==> src/rtl/lock_key_sequencer_pkg.sv <==
// Shared definitions for the lock key sequencer.
//   - default core widths and settle time
//   - controller state encoding
//   - even-parity helper used when checking a freshly shifted key
package lock_pkg;
  localparam int KEY_W      = 32;
  localparam int PI_W       = 36;
  localparam int PO_W       = 7;
  localparam int SETTLE_CYC = 4;

  typedef enum logic [2:0] {
    IDLE, SHIFT, CHECK, APPLY, ACTIVE, QWAIT, RESP, ERROR
  } state_e;

  // Callers zero-extend their key into v; zero padding does not change XOR.
  function automatic logic parity_even(input logic [63:0] v, input logic p);
    return ~((^v) ^ p);
  endfunction
endpackage

==> src/rtl/lock_key_sequencer_if.sv <==
// Key-delivery, query and response signals between a host and the sequencer.
//   slave  : the sequencer side (drives key/core/response outputs)
//   master : the host side (drives load, serial key, query, core_po, r_ready)
interface lock_key_sequencer_if #(
  parameter int KEY_W = lock_pkg::KEY_W,
  parameter int PI_W  = lock_pkg::PI_W,
  parameter int PO_W  = lock_pkg::PO_W
);
  logic             load_start;
  logic             key_sdi;
  logic             key_sdv;
  logic             key_busy;
  logic [KEY_W-1:0] key_out;
  logic             key_valid;
  logic             err;
  logic             q_valid;
  logic             q_ready;
  logic [PI_W-1:0]  q_pi;
  logic [PI_W-1:0]  core_pi;
  logic [PO_W-1:0]  core_po;
  logic             r_valid;
  logic             r_ready;
  logic [PO_W-1:0]  r_po;

  modport slave (
    input  load_start, key_sdi, key_sdv, q_valid, q_pi, core_po, r_ready,
    output key_busy, key_out, key_valid, err, q_ready, core_pi, r_valid, r_po
  );

  modport master (
    output load_start, key_sdi, key_sdv, q_valid, q_pi, core_po, r_ready,
    input  key_busy, key_out, key_valid, err, q_ready, core_pi, r_valid, r_po
  );
endinterface

==> src/rtl/lock_key_sequencer_key_shift_rx.sv <==
// Serial key receiver: LSB-first shadow register, bit counter and parity bit.
//   clk, rst  : clock, async active-high reset
//   clr       : restart the load from bit 0 (clears shadow and counter)
//   en        : receiver is in its shift phase
//   sdi, sdv  : serial data bit and its valid strobe
//   shadow    : bits received so far
//   last      : the parity bit is being consumed this cycle
//   parity_ok : shadow plus captured parity bit has even parity
module key_shift_rx
  import lock_pkg::*;
#(
  parameter int KEY_W = lock_pkg::KEY_W
) (
  input  logic             clk,
  input  logic             rst,
  input  logic             clr,
  input  logic             en,
  input  logic             sdi,
  input  logic             sdv,
  output logic [KEY_W-1:0] shadow,
  output logic             last,
  output logic             parity_ok
);
  localparam int CW = $clog2(KEY_W + 1);

  logic [CW-1:0] cnt;
  logic          par;

  assign last      = en & sdv & (cnt == CW'(KEY_W));
  assign parity_ok = parity_even(64'(shadow), par);

  always_ff @(posedge clk or posedge rst) begin
    if (rst) begin
      cnt    <= '0;
      shadow <= '0;
      par    <= 1'b0;
    end else if (clr) begin
      cnt    <= '0;
      shadow <= '0;
      par    <= 1'b0;
    end else if (en && sdv) begin
      if (cnt == CW'(KEY_W)) begin
        par <= sdi;
      end else begin
        // OR in a shifted bit: avoids indexing shadow with a counter one bit wider.
        shadow <= shadow | (KEY_W'(sdi) << cnt);
        cnt    <= cnt + 1'b1;
      end
    end
  end
endmodule

==> src/rtl/lock_key_sequencer.sv <==
// Key load / settle / query controller for a logic-locked combinational core.
//   clk, rst : clock, async active-high reset
//   bus      : key delivery, query, core drive and response signals
// A key is shifted in, parity-checked, committed atomically to key_out, and
// given SETTLE_CYC cycles before queries are accepted. Each query drives
// core_pi, waits SETTLE_CYC cycles, then captures core_po into r_po.
module lock_key_sequencer
  import lock_pkg::*;
#(
  parameter int KEY_W      = lock_pkg::KEY_W,
  parameter int SETTLE_CYC = lock_pkg::SETTLE_CYC
) (
  input logic                 clk,
  input logic                 rst,
  lock_key_sequencer_if.slave bus
);
  localparam int SW = $clog2(SETTLE_CYC + 1);

  state_e           state, state_n;
  logic [SW-1:0]    settle;
  logic             load_acc, hs, rx_last, rx_ok;
  logic [KEY_W-1:0] shadow;

  assign load_acc     = bus.load_start & (state inside {IDLE, ERROR, ACTIVE, SHIFT});
  // load_start wins over a simultaneous query
  assign bus.q_ready  = (state == ACTIVE) & ~bus.load_start;
  assign hs           = bus.q_valid & bus.q_ready;
  assign bus.key_busy = (state == SHIFT);

  key_shift_rx #(.KEY_W(KEY_W)) u_rx (
    .clk       (clk),
    .rst       (rst),
    .clr       (load_acc),
    .en        (state == SHIFT),
    .sdi       (bus.key_sdi),
    .sdv       (bus.key_sdv),
    .shadow    (shadow),
    .last      (rx_last),
    .parity_ok (rx_ok)
  );

  always_ff @(posedge clk or posedge rst) begin
    if (rst) state <= IDLE;
    else     state <= state_n;
  end

  always_comb begin
    state_n = state;
    if (load_acc) begin
      state_n = SHIFT;
    end else begin
      case (state)
        SHIFT:   if (rx_last) state_n = CHECK;
        CHECK:   state_n = rx_ok ? APPLY : ERROR;
        APPLY:   if (settle == '0) state_n = ACTIVE;
        ACTIVE:  if (hs) state_n = QWAIT;
        QWAIT:   if (settle == '0) state_n = RESP;
        RESP:    if (bus.r_ready) state_n = ACTIVE;
        default: state_n = state;
      endcase
    end
  end

  always_ff @(posedge clk or posedge rst) begin
    if (rst) begin
      settle        <= '0;
      bus.key_out   <= '0;
      bus.key_valid <= 1'b0;
      bus.err       <= 1'b0;
      bus.core_pi   <= '0;
      bus.r_po      <= '0;
      bus.r_valid   <= 1'b0;
    end else if (load_acc) begin
      bus.err       <= 1'b0;
      bus.key_valid <= 1'b0;
    end else begin
      case (state)
        CHECK: begin
          if (rx_ok) begin
            bus.key_out <= shadow;
            settle      <= SW'(SETTLE_CYC);
          end else begin
            bus.err <= 1'b1;
          end
        end
        APPLY: begin
          if (settle == '0) bus.key_valid <= 1'b1;
          else              settle        <= settle - 1'b1;
        end
        ACTIVE: begin
          if (hs) begin
            bus.core_pi <= bus.q_pi;
            settle      <= SW'(SETTLE_CYC);
          end
        end
        QWAIT: begin
          if (settle == '0) begin
            bus.r_po    <= bus.core_po;
            bus.r_valid <= 1'b1;
          end else begin
            settle <= settle - 1'b1;
          end
        end
        RESP: if (bus.r_ready) bus.r_valid <= 1'b0;
        default: ;
      endcase
    end
  end
endmodule

==> src/flat_wrapper.sv <==
// flat-port wrapper written by rule: the top's interface ports become plain ports
module lock_key_sequencer_flat import lock_pkg::*;
#(
  parameter int KEY_W      = lock_pkg::KEY_W,
  parameter int SETTLE_CYC = lock_pkg::SETTLE_CYC
)
  (clk, rst, bus_load_start, bus_key_sdi, bus_key_sdv, bus_q_valid, bus_q_pi, bus_core_po, bus_r_ready, bus_key_busy, bus_key_out, bus_key_valid, bus_err, bus_q_ready, bus_core_pi, bus_r_valid, bus_r_po);
  lock_key_sequencer_if #(.KEY_W(KEY_W)) bus_i ();
  input logic clk;
  input logic rst;
  input wire logic [$bits(bus_i.load_start)-1:0] bus_load_start;
  input wire logic [$bits(bus_i.key_sdi)-1:0] bus_key_sdi;
  input wire logic [$bits(bus_i.key_sdv)-1:0] bus_key_sdv;
  input wire logic [$bits(bus_i.q_valid)-1:0] bus_q_valid;
  input wire logic [$bits(bus_i.q_pi)-1:0] bus_q_pi;
  input wire logic [$bits(bus_i.core_po)-1:0] bus_core_po;
  input wire logic [$bits(bus_i.r_ready)-1:0] bus_r_ready;
  output wire logic [$bits(bus_i.key_busy)-1:0] bus_key_busy;
  output wire logic [$bits(bus_i.key_out)-1:0] bus_key_out;
  output wire logic [$bits(bus_i.key_valid)-1:0] bus_key_valid;
  output wire logic [$bits(bus_i.err)-1:0] bus_err;
  output wire logic [$bits(bus_i.q_ready)-1:0] bus_q_ready;
  output wire logic [$bits(bus_i.core_pi)-1:0] bus_core_pi;
  output wire logic [$bits(bus_i.r_valid)-1:0] bus_r_valid;
  output wire logic [$bits(bus_i.r_po)-1:0] bus_r_po;
  assign bus_i.load_start = bus_load_start;
  assign bus_i.key_sdi = bus_key_sdi;
  assign bus_i.key_sdv = bus_key_sdv;
  assign bus_i.q_valid = bus_q_valid;
  assign bus_i.q_pi = bus_q_pi;
  assign bus_i.core_po = bus_core_po;
  assign bus_i.r_ready = bus_r_ready;
  assign bus_key_busy = bus_i.key_busy;
  assign bus_key_out = bus_i.key_out;
  assign bus_key_valid = bus_i.key_valid;
  assign bus_err = bus_i.err;
  assign bus_q_ready = bus_i.q_ready;
  assign bus_core_pi = bus_i.core_pi;
  assign bus_r_valid = bus_i.r_valid;
  assign bus_r_po = bus_i.r_po;
  lock_key_sequencer #(.KEY_W(KEY_W), .SETTLE_CYC(SETTLE_CYC)) u_core (.clk(clk), .rst(rst), .bus(bus_i));
endmodule
==> config.mk <==
export PLATFORM = sky130hd
export DESIGN_NAME = lock_key_sequencer_flat
export DESIGN_NICKNAME = d
export VERILOG_FILES = /design/src/rtl/lock_key_sequencer_pkg.sv /design/src/rtl/lock_key_sequencer_if.sv /design/src/rtl/lock_key_sequencer_key_shift_rx.sv /design/src/rtl/lock_key_sequencer.sv /design/src/flat_wrapper.sv
export SDC_FILE = /design/constraint.sdc
export NUM_CORES = 1
export LEC_CHECK = 0
export ABC_AREA = 1
export BUFFER_PORTS_ARGS = -buffer_cell sky130_fd_sc_hd__buf_2
export CAP_MARGIN = 0
export CELL_PAD_IN_SITES_DETAIL_PLACEMENT = 2
export CELL_PAD_IN_SITES_GLOBAL_PLACEMENT = 2
export CORE_ASPECT_RATIO = 1.75
export CORE_MARGIN = 3
export CORE_UTILIZATION = 32
export CTS_CLUSTER_DIAMETER = 120
export DETAILED_ROUTE_END_ITERATION = 8
export GPL_ROUTABILITY_DRIVEN = 0
export PLACE_DENSITY = 0.79
export SLEW_MARGIN = 0
export SYNTH_ARGS = -nofsm -noshare
export SYNTH_HDL_FRONTEND = slang
export SYNTH_SLANG_ARGS = --single-unit
==> constraint.sdc <==
create_clock -name clk -period 4.2 [get_ports clk]
set_input_delay 0.42 -clock clk [delete_from_list [all_inputs] [get_ports clk]]
set_output_delay 0.42 -clock clk [all_outputs]
set_load 0.005 [all_outputs]
# Yosys cells after proc, flatten, opt, wreduce, memory -nomap -nowiden
# Cells that the tools add are included.
# totals
register_bits,123
elab_cells,97
inputBits,50
output_inout_bits,80
# classes
n_eq_ne,19
shifts,1
muxes,29
n_addsub,2
n_bitwise,10
reduce_logical,25
# op_table
cell,n
2-to-1 mux 32 bit,3
XOR reduction 64 bit,1
OR 32 bit,1
<< shifter 1 x 6 -> 32 bit,1
2-to-1 mux 3 bit,10
2-to-1 mux 6 bit,3
one-hot mux 3 bit (6 select lines),1
nonzero test 2 bit,7
"== test 3 bit, second input constant",4
"!= test 3 x 1 -> 1 bit, second input constant",4
2-to-1 mux 1 bit,10
one-hot mux 3 bit (3 select lines),1
AND reduction 3 bit,3
AND reduction 2 bit,4
nonzero test 7 bit,1
"adder 6 x 1 -> 6 bit, second input constant",1
"== test 3 x 2 -> 1 bit, second input constant",2
"== test 6 bit, second input constant",1
logical NOT 3 bit,2
"!= test 2 x 1 -> 1 bit, second input constant",3
"!= test 2 bit, second input constant",3
AND reduction 6 bit,1
AND 1 bit,5
AND reduction 5 bit,1
other kinds (11),13

# Depth between registers and ports, before layout
# Gate-level depths: netlist (run 1).
# logic_depth
word_depth,6
ltp_mapped,20
depth_no_buf,18

# Cells and area by module
# Synthesis (run 1) repeated with hierarchy kept, for this count alone.
# unflattened
cells_unflattened,682
hier_area_um2,5993.2
# by_module_without_submodules
mod,instances,area_per_inst_um2,seq_area_each_um2,cells_each
lock_key_sequencer,1,3587.2,2102.0,347
key_shift_rx,1,2406.1,975.9,335

# Least setup slack after synthesis (run 1)
# OpenSTA, ideal clock, no wires.
# synth_timing
path_type,register to register
from,register u_core.u_rx.shadow[27]
to,register u_core.bus.key_out[0]
synth_period_minus_slack_ns,1.703
t_required_ns,4.083
setup_ns,0.117
slack_ns,2.497
arrival_time_ns,1.586
n_path_buf,2
stages_incl_launch_ff,21
cell_sequence,dfrtp_1 -> buf_6 -> inv_2 -> nand2_1 -> nand2_1 -> nand2_1 -> nand2_1 -> inv_2 -> nand2_1 -> nand2_1 -> nand2_1 -> nand2_1 -> nand2_1 -> nand2_1 -> nand2_1 -> nand2_2 -> inv_4 -> nand2_4 -> buf_6 -> nand2_1 -> nand2_1
# synth_between
elab_chain_cells,4
# synth_lines
item,line,rtl
from (decl),lock_key_sequencer_key_shift_rx.sv:20,"output logic [KEY_W-1:0] shadow,"
from (signal assigned),lock_key_sequencer_key_shift_rx.sv:46,shadow <= shadow | (KEY_W'(sdi) << cnt);
XOR reduction 64 bit,lock_key_sequencer_pkg.sv:17,return ~((^v) ^ p);
XOR 1 bit,lock_key_sequencer_pkg.sv:17,
inverter 1 bit (no line),--,
AND reduction 3 bit (no line),--,
to (signal assigned),lock_key_sequencer.sv:80,bus.key_out <= shadow;
to (decl),lock_key_sequencer_if.sv:27,"output key_busy, key_out, key_valid, err, q_ready, core_pi, r_valid, r_po"
# Every way passes these cells.
# A chain may end at the register's enable or synchronous reset.

# Final worst setup path (run 1)
# layout_timing
from,register u_core.u_rx.shadow[18]
to,register u_core.bus.key_out[25]
# The elaborated chain is that of the path after synthesis.

==> metrics.cfg, run 1 <==
[clock_tree]
worstSkewPairLatency_ps=410
cts-resized-gates=0
post_cts_buffers=0
cts_made_buffers=17
postCtsHoldBufs=0
htreeDepth=4
clockBufferDepth=2
cts_sinks=123
cts_tree=done
clkTransAtPathRegs_ps=60
root_buffer=clkbuf_16

[power]
power.density_nw_per_um2=597
ir_drop_uv=309
switching_share_pct=35.8
seq_power_share_pct=36.4
p_comb_share_pct=30.6
power_frac_clock_pct=33.0
internal-power_mw=2.85
power.switching_mw=1.59
leakage_nw=3.99

[sta]
grt_setup_unrepaired=false
slew_headroom_pct=38.5
finalHoldViolCount=0
fmaxAchievable_mhz=396
fin_tns_setup_ps=0
worstMarginPinSlew_ps=923
fin_crit_ps=2520
post-route-period-util_pct=60.1
skew_ps=8.23
slew_viol_final=0
finalSetupViolCount=0

[global_routing]
globalRouteOverflowTotal=0
grt_max_degree=69
grt_pass1_wl_mm=31.7
antenna_found_initial=0
grtUsageTotal_pct=19.8
grt_pass1_vias=6188

[die]
start_util_pct=32.6
fp-row-count=66
coreArea_um2=18600
die_area_um2=20700
fp.dieH_um=188
ios=130
die_w_um=110

[critical_path]
path_common_cell=nand2_1
end_kind=flip-flop
worstPathCellList=inv_1 > nand2_1 > nand2_1 > inv_1 > nand2_1 > nand2_1 > nand2_1 > nand2_1 > nand2_1 > nand2_1 > nand2_1 > nand2_1 > nand2_1 > nand2_2 > inv_4 > nand2_4 > nand2_1 > nand2_1
critPathMaxStageDelay_ps=400
critPathLaunchType=flip-flop
critPathKind=flip-flop to flip-flop
path_max_fanout=33
critPathArrivalTime_ps=2820
slowest_stage=dfrtp_1
critPathRequiredTime_ps=4500

[synth]
synth_common_cells=nand2_1 (265), dfrtp_1 (123), inv_1 (66)
avgSynthCellArea_um2=8.65
synth_seq_cells=123
async_reset_ff_share_pct=100
ys_types=34
syn_inst=700
yosysTopAreaCell=dfrtp_1
synth_nets=754
syn_area_um2=6060
synth-seq-area-share_pct=50.8
synth_flop_cell=dfrtp_1
synth_area_leaders=dfrtp_1 (51%), nand2_1 (16%), mux2_2 (8.0%)
synth-edff-count=0
yosysMostFrequentCell=nand2_1
synth_top_cell_area_share_pct=50.8
yosys_warnings=0

[detailed_routing]
drc=0
drt-wirelength-per-cell_um=17.9
drtIter0Drc=176
routed_wl_mm=19.3
firstDrtPassIters=4
vias_per_cell=5.00
vias=5391
postRouteAntennaNets=0

[final_layout]
layout.cells.non_filler=1079
antenna_cells=0
fin_nets=882
drive_above_1_share_pct=28.3
syn2layout_area_growth_pct=23.0

[hold_path]
hold_path.class=input port to asynchronous set/reset pin

[placement]
port_buffers=129
dp_cells=1047
dp_hpwl_mm=14.8

[flow_run]
drv_cap=0

[outcome]
status=completed

power groups by stage:
stage	registers (mW)	clock network (mW)	logic, mW
2_1_floorplan	1.63	0	0.859
3_3_place_gp	1.61	0	1.30
3_5_place_dp	1.64	0	1.38
4_1_cts	1.62	1.51	1.39
5_1_grt	1.66	1.56	1.52
6_report	1.62	1.47	1.36
cell type report:
type / instances / area [µm²]
timing repair buffer: 132 / 668
inverter: 77 / 294
fill: 2145 / 11100
clock buffer: 19 / 443
multi-input combinational: 477 / 2530
clock inverter: 13 / 145
tap: 238 / 298
sequential: 123 / 3080
routing by layer:
layer  GRT usage (%)  share of wire (%)  wire length (µm)  vias up
met3            4.58                4.5               875       31
met1            19.5                 34              6640     2722
met5               0                  0                 0        -
met2            38.4                 58             11300      131
met4            7.15                2.7               518        0
li1                -                  -                 -     2507
registers in the layout (all words and copies together) (netlist names):
name and count:
u_core.bus.r_valid 1, u_core.u_rx.shadow 32, u_core.state 3, u_core.u_rx.cnt 6
u_core.bus.r_po 7, u_core.bus.err 1, u_core.bus.key_out 32, u_core.settle 3
u_core.u_rx.par 1, u_core.bus.core_pi 36, u_core.bus.key_valid 1
cell usage in the layout (no fill, tap or decap), drive strengths merged:
cell type and count:
a22o 1, xor2 2, buf 132, xnor2 2
nand2 271, nand4 9, clkinv 7, bufinv 2
o32ai 16, o22ai 2, ha 4, or2 1
mux2 43, nor3b 2, nor2 28, clkbuf 19
dfrtp 123, o21ai 9, nor3 7, a2111oi 1
clkinvlp 3, nand3 57, a21oi 22, inv 78
worst max-delay path, delay by kind of cell (launching register included):
kind                   cells  cell delay [ps]
flip-flops                 1              400
AND/OR/NAND/NOR           15             1520
buffers and inverters      3              460
through the flow:
stage	setup WS (ps)	power, mW	hold slack [ps]	utilization (%)	cell area [µm²]
floorplan	509	2.48	442	-	6060
finish	1680	4.45	190	40.1	7450
detailed placement	1690	3.02	463	37.0	6870
global placement	1910	2.91	453	37.0	6870
global route	1380	4.75	224	40.1	7450
CTS	1600	4.52	221	40.1	7450
kinds of logic (layout without fill, tap and decap cells):
| family | Yosys count | after routing | synth area share [%] |
|---|---|---|---|
| compound gates | 51 | 51 | 5.80 |
| xor+xnor | 4 | 4 | 0.578 |
| fa+ha+maj | 4 | 4 | 0.826 |
| buf+inv | 100 | 241 | 7.50 |
| flops | 123 | 123 | 50.8 |
| mux | 43 | 43 | 7.99 |
| simple gates | 375 | 375 | 26.5 |
final timing paths:
path,start,end,slack (ps),cells after the start
worst max-delay path,u_core.u_rx.shadow[18],u_core.bus.key_out[25],1680,18
worst min-delay path,rst,u_core.bus.r_po[3],190,2
worst max register to register,u_core.u_rx.shadow[18],u_core.bus.key_out[25],1680,18
worst min register to register,u_core.bus.key_out[22],u_core.bus.key_out[22],470,2
max in group asynchronous,rst,u_core.bus.core_pi[27],3020,3
min in group clk,bus_q_pi[7],u_core.bus.core_pi[7],240,2
Power figures use the tool's default switching activity.
==> run 2, diff against run 1 <==
Clock period 4.2 ns to 2.39 ns, I/O delays scaled along.
==> metrics.cfg, run 2 (synthesis gave the netlist of run 1 again) <==
[outcome]
status=completed

[critical_path]
path_max_fanout=15  ; -55%
critPathRequiredTime_ps=2690  ; -1810 ps
end_kind=flip-flop
critPathArrivalTime_ps=2560  ; -260 ps
critPathLaunchType=flip-flop
critPathKind=flip-flop to flip-flop

[final_layout]
syn2layout_area_growth_pct=28.7
drive_above_1_share_pct=30.2  ; +1.9 points
top_register=u_core.bus.core_pi
layout_commonest_cell=nand2_1
largest_reg_flops=36  ; unchanged
fin_nets=895  ; +1.5%
largestRegisters=u_core.bus.core_pi (36), u_core.bus.key_out (32), u_core.u_rx.shadow (32)
fin_util_pct=42.0  ; +1.8 points
antenna_cells=0  ; unchanged
layout_common_cells=nand2_1 (264), buf_2 (129), dfrtp_1 (123)

[global_routing]
antenna_found_initial=0  ; unchanged
grt_pass1_vias=6379  ; +3.1%
globalRouteOverflowTotal=0  ; unchanged
grt_pass1_wl_mm=33.1  ; +4.7%
grtUsageTotal_pct=20.9  ; +1.1 points
grt_max_degree=55  ; -20%

[placement]
pre_cts_ws_ps=97.9  ; -1590 ps
dp_hpwl_mm=15.7  ; +6.2%
port_buffers=129  ; unchanged

[clock_tree]
htreeDepth=4  ; unchanged
cts_sinks=123  ; unchanged
clockBufferDepth=2  ; unchanged
clkTransAtPathRegs_ps=60  ; about the same
cts_tree=done
worstSkewPairLatency_ps=420  ; about the same
root_buffer=clkbuf_16
cts_made_buffers=17  ; unchanged

[power]
seq_power_share_pct=32.8  ; -3.6 points
switching_share_pct=33.8  ; -2.0 points
internal-power_mw=5.74  ; +100%
power_frac_clock_pct=35.3  ; +2.3 points
p_comb_share_pct=31.9  ; +1.3 points
leakage_nw=4.15  ; +3.8%
power_mw=8.67  ; +95%
ir_drop_uv=525  ; +70%
power.density_nw_per_um2=1110  ; +86%
power.switching_mw=2.93  ; +84%

[sta]
fmaxAchievable_mhz=443  ; +12%
worstMarginPinSlew_ps=592  ; -331 ps
fin_crit_ps=2260  ; -265 ps
skew_ps=11.1  ; +2.83 ps
post-route-period-util_pct=94.5  ; +34 points
grt_setup_unrepaired=true
finalSetupViolCount=0  ; unchanged
fin_ws_ps=132  ; -1540 ps
slew_headroom_pct=60.4  ; +22 points
finalHoldViolCount=0  ; unchanged
slew_viol_final=0  ; unchanged

[die]
die_w_um=110  ; unchanged
fp-row-count=66  ; unchanged
start_util_pct=32.6  ; unchanged
coreArea_um2=18600  ; unchanged
fp.dieH_um=188  ; unchanged
ios=130  ; unchanged
die_area_um2=20700  ; unchanged

[detailed_routing]
vias_per_cell=4.93  ; -1.3%
vias=5386  ; -0.093%
firstDrtPassIters=4  ; unchanged
drc=0  ; unchanged
drt-wirelength-per-cell_um=19.1  ; +6.7%
drtIter0Drc=139  ; -21%
postRouteAntennaNets=0  ; unchanged
routed_wl_mm=20.9  ; +8.0%

[hold_path]
hold_path.class=input port to flip-flop

[flow_run]
drv_cap=0  ; unchanged

-- run 2: changes by cell type in the layout (fill, tap and decap cells not counted), sizes merged --
cell / delta
clkinv: -5
clkbuf: +3
buf: +10
nand2: +1
dlygate4sd3: +1
nand3: +1
inv: -2
bufinv: +4
-- run 2: through the flow --
step	instance area, µm²	instances	hold slack (ps)	TNS [ps]
CTS	7670	1089	26.0	0
global route	7790	1092	43.1	-67.5
global placement	6960	1056	327	0
detailed placement	6960	1056	335	0
floorplan	6060	700	389	0
finish	7790	1092	42.4	0
-- run 2: worst max-delay path: stages, from the launching register on --
cell,delay (ps)
dfrtp_1,360
inv_1,170
nand2_2,140
nor2_4,160
inv_2,60
nand2_4,130
inv_2,170
buf_4,240
nor2_4,190
nand3_4,180
o32ai_1,320
-- run 2: repair_timing --
item | CTS | global route
hold buffers | 1 | 0
hold endpoints to repair | 20 | 0
setup buffers | 0 | 1
resized for setup | 0 | 17
endpoints found under the setup margin | 0 | 46
-- run 2: final cells by class --
| type | count | area, µm² |
|---|---|---|
| Clock buffer | 22 | 494 |
| Clock inverter | 10 | 209 |
| Fill cell | 2112 | 10800 |
| Inverter | 77 | 300 |
| Multi-Input combinational cell | 479 | 2610 |
| Sequential cell | 123 | 3080 |
| Tap cell | 238 | 298 |
| Timing Repair Buffer | 143 | 803 |
-- run 2: routing by layer --
metal  share of wire, %  global-route usage [%]  wire [µm]
met3                4.1                    4.55        847
met2                 59                    40.6      12400
met1                 33                    20.1       6950
met5                  0                       0          0
met4                3.1                    8.79        655
-- run 2: power groups by stage --
stage | Combinational [mW] | Sequential (mW) | Clock [mW]
final | 2.77 | 2.84 | 3.06
after global routing | 3.07 | 2.91 | 3.22
after CTS | 2.56 | 2.85 | 3.13
after detailed placement | 2.53 | 2.88 | 0
after global placement | 2.39 | 2.83 | 0
after floorplan | 1.51 | 2.86 | 0
-- run 2: final timing paths --
check	start	to	slack, ps	cells after the start
hold reg to reg	u_core.bus.key_out[24]	u_core.bus.key_out[24]	470	2
setup reg to reg	u_core.state[1]	u_core.u_rx.shadow[4]	130	10
hold / removal	bus_q_pi[12]	u_core.bus.core_pi[12]	40	2
setup / recovery	u_core.state[1]	u_core.u_rx.shadow[4]	130	10
max in group asynchronous	rst	u_core.u_rx.shadow[4]	1260	4
min in group asynchronous	rst	u_core.bus.key_out[15]	440	3
==> run 3, diff against run 2 <==
Settings changed: REMOVE_ABC_BUFFERS from default to 1.
==> metrics.cfg, run 3 (synthesis gave the netlist of run 1 again) <==
[final_layout]
largest_reg_flops=36  ; unchanged
syn2layout_area_growth_pct=25.7
drive_above_1_share_pct=29.1  ; -1.1 points
layout_common_cells=nand2_1 (264), buf_2 (129), dfrtp_1 (123)
fin_nets=894  ; -0.11%
antenna_cells=0  ; unchanged
layout_commonest_cell=nand2_1
largestRegisters=u_core.bus.core_pi (36), u_core.bus.key_out (32), u_core.u_rx.shadow (32)
top_register=u_core.bus.core_pi
fin_util_pct=41.0  ; -0.96 points

[global_routing]
antenna_found_initial=0  ; unchanged
grt_pass1_vias=6310  ; -1.1%
grt_pass1_wl_mm=32.1  ; -3.2%
grtUsageTotal_pct=20.0  ; -0.88 points
globalRouteOverflowTotal=0  ; unchanged
grt_max_degree=53  ; -3.6%

[sta]
fin_tns_setup_ps=0  ; unchanged
skew_ps=9.00  ; -2.06 ps
grt_setup_unrepaired=true
fmaxAchievable_mhz=456  ; +3.0%
fin_crit_ps=2190  ; -65.5 ps
slew_viol_final=0  ; unchanged
finalHoldViolCount=0  ; unchanged
finalSetupViolCount=0  ; unchanged
slew_headroom_pct=52.6  ; -7.8 points
post-route-period-util_pct=91.7  ; -2.7 points
worstMarginPinSlew_ps=711  ; +119 ps

[outcome]
status=completed

[placement]
port_buffers=129  ; unchanged
dp_hpwl_mm=14.4  ; -8.1%

[hold_path]
holdPathStages=2  ; unchanged
hold_path.class=input port to flip-flop
worstHoldStart=bus_q_pi[3]

[detailed_routing]
postRouteAntennaNets=0  ; unchanged
vias=5370  ; -0.30%
routed_wl_mm=19.4  ; -6.8%
firstDrtPassIters=4  ; unchanged
drtIter0Drc=163  ; +17%
drc=0  ; unchanged
drt-wirelength-per-cell_um=17.8  ; -6.6%
vias_per_cell=4.93  ; -0.11%

[die]
die_w_um=110  ; unchanged
fp.dieH_um=188  ; unchanged
start_util_pct=32.6  ; unchanged
ios=130  ; unchanged
fp-row-count=66  ; unchanged
die_area_um2=20700  ; unchanged
coreArea_um2=18600  ; unchanged

[critical_path]
slowest_stage=dfrtp_1
crit_buf_inv=3  ; -1
end_kind=flip-flop
critPathCapture=u_core.bus.key_out[3]
r2r_setup_slack_ps=200  ; +70 ps
critPathMaxStageDelay_ps=410  ; +50 ps
critPathArrivalTime_ps=2500  ; -60 ps
critPathRequiredTime_ps=2700  ; about the same
cp.depth=18  ; +8
reg2reg_from=u_core.u_rx.shadow[6]
cpLargestDelayFamily=simple AND/OR/NAND/NOR gates
startpoint=u_core.u_rx.shadow[6]
worstPathCellList=inv_1 > nand2_1 > nand2_1 > nand2_1 > nand2_1 > inv_1 > nand2_1 > nand2_1 > nand2_1 > nand2_1 > nand2_1 > nand2_1 > nand2_1 > nand2_2 > inv_4 > nand2_8 > nand2_1 > nand2_1
critPathKind=flip-flop to flip-flop
path_common_cell=nand2_1
path_max_fanout=32  ; +17
ff2ff_path_depth=18  ; +8
critPathLaunchType=flip-flop
r2r_end=u_core.bus.key_out[3]

[power]
power.density_nw_per_um2=1080  ; -3.2%
leakage_nw=4.08  ; -1.6%
ir_drop_uv=486  ; -7.5%

[clock_tree]
clockBufferDepth=2  ; unchanged
worstSkewPairLatency_ps=420  ; about the same
root_buffer=clkbuf_16
cts_tree=done
cts_sinks=123  ; unchanged
cts_made_buffers=17  ; unchanged
htreeDepth=4  ; unchanged
clkTransAtPathRegs_ps=60  ; about the same

[flow_run]
drv_cap=0  ; unchanged

-- run 3: cell count changes in the layout (fill, tap and decap cells not counted), moves of 2 or more --
| cell | delta |
|---|---|
| clkinv_2 | +2 |
| o32ai_2 | -3 |
| clkbuf_8 | -5 |
| inv_2 | -2 |
| o32ai_1 | +3 |
| buf_12 | -3 |
| inv_1 | +2 |
| buf_4 | +3 |
| inv_4 | +2 |
| clkbuf_1 | +2 |
-- run 3: area by class of cell --
cell class | instances | area, µm²
repair buffers | 144 | 777
clock inverters | 12 | 196
fillers | 2124 | 11000
inverters | 77 | 294
multi-input cells | 477 | 2540
clock buffers | 19 | 433
well taps | 238 | 298
flip-flops and latches | 123 | 3080
-- run 3: routing by layer --
layer	GRT usage (%)	part of all wire [%]	vias to the layer above
met4	6.39	1.5	0
met5	0	0	-
li1	-	-	2530
met2	38.5	58	126
met1	19.6	35	2695
met3	5.75	5.5	19
-- run 3: where the power goes --
| group | switching [mW] | internal (mW) |
|---|---|---|
| Sequential | 0.272 | 2.56 |
| Clock | 0.973 | 1.84 |
| Combinational | 1.57 | 0.985 |
-- run 3: stage by stage --
stage          total power, mW  hold WS (ps)  area, µm²  worst slack, ps  cells
2_1_floorplan             4.20           390       5900            -1120    677
3_3_place_gp              5.22           394       6960              333   1058
3_5_place_dp              5.40           409       6960              151   1058
4_1_cts                   8.30          32.4       7600             61.4   1090
5_1_grt                   8.73          31.0       7620             4.11   1090
6_report                  8.20          46.5       7620              197   1090
-- run 3: worst min-delay path by stage --
stage	slack [ps]	endpoint
after floorplan	390	u_core.bus.r_po[0]
after global placement	390	u_core.bus.core_pi[20]
after detailed placement	410	u_core.bus.core_pi[20]
after CTS	30	u_core.bus.core_pi[23]
after global routing	30	u_core.bus.core_pi[2]
final	50	u_core.bus.core_pi[3]
-- run 3: timing repair --
action | CTS | global route
setup endpoints to repair | 0 | 35
resized for setup | 0 | 3
hold buffers | 1 | 0
setup buffers | 0 | 0
hold endpoints to repair | 49 | 0
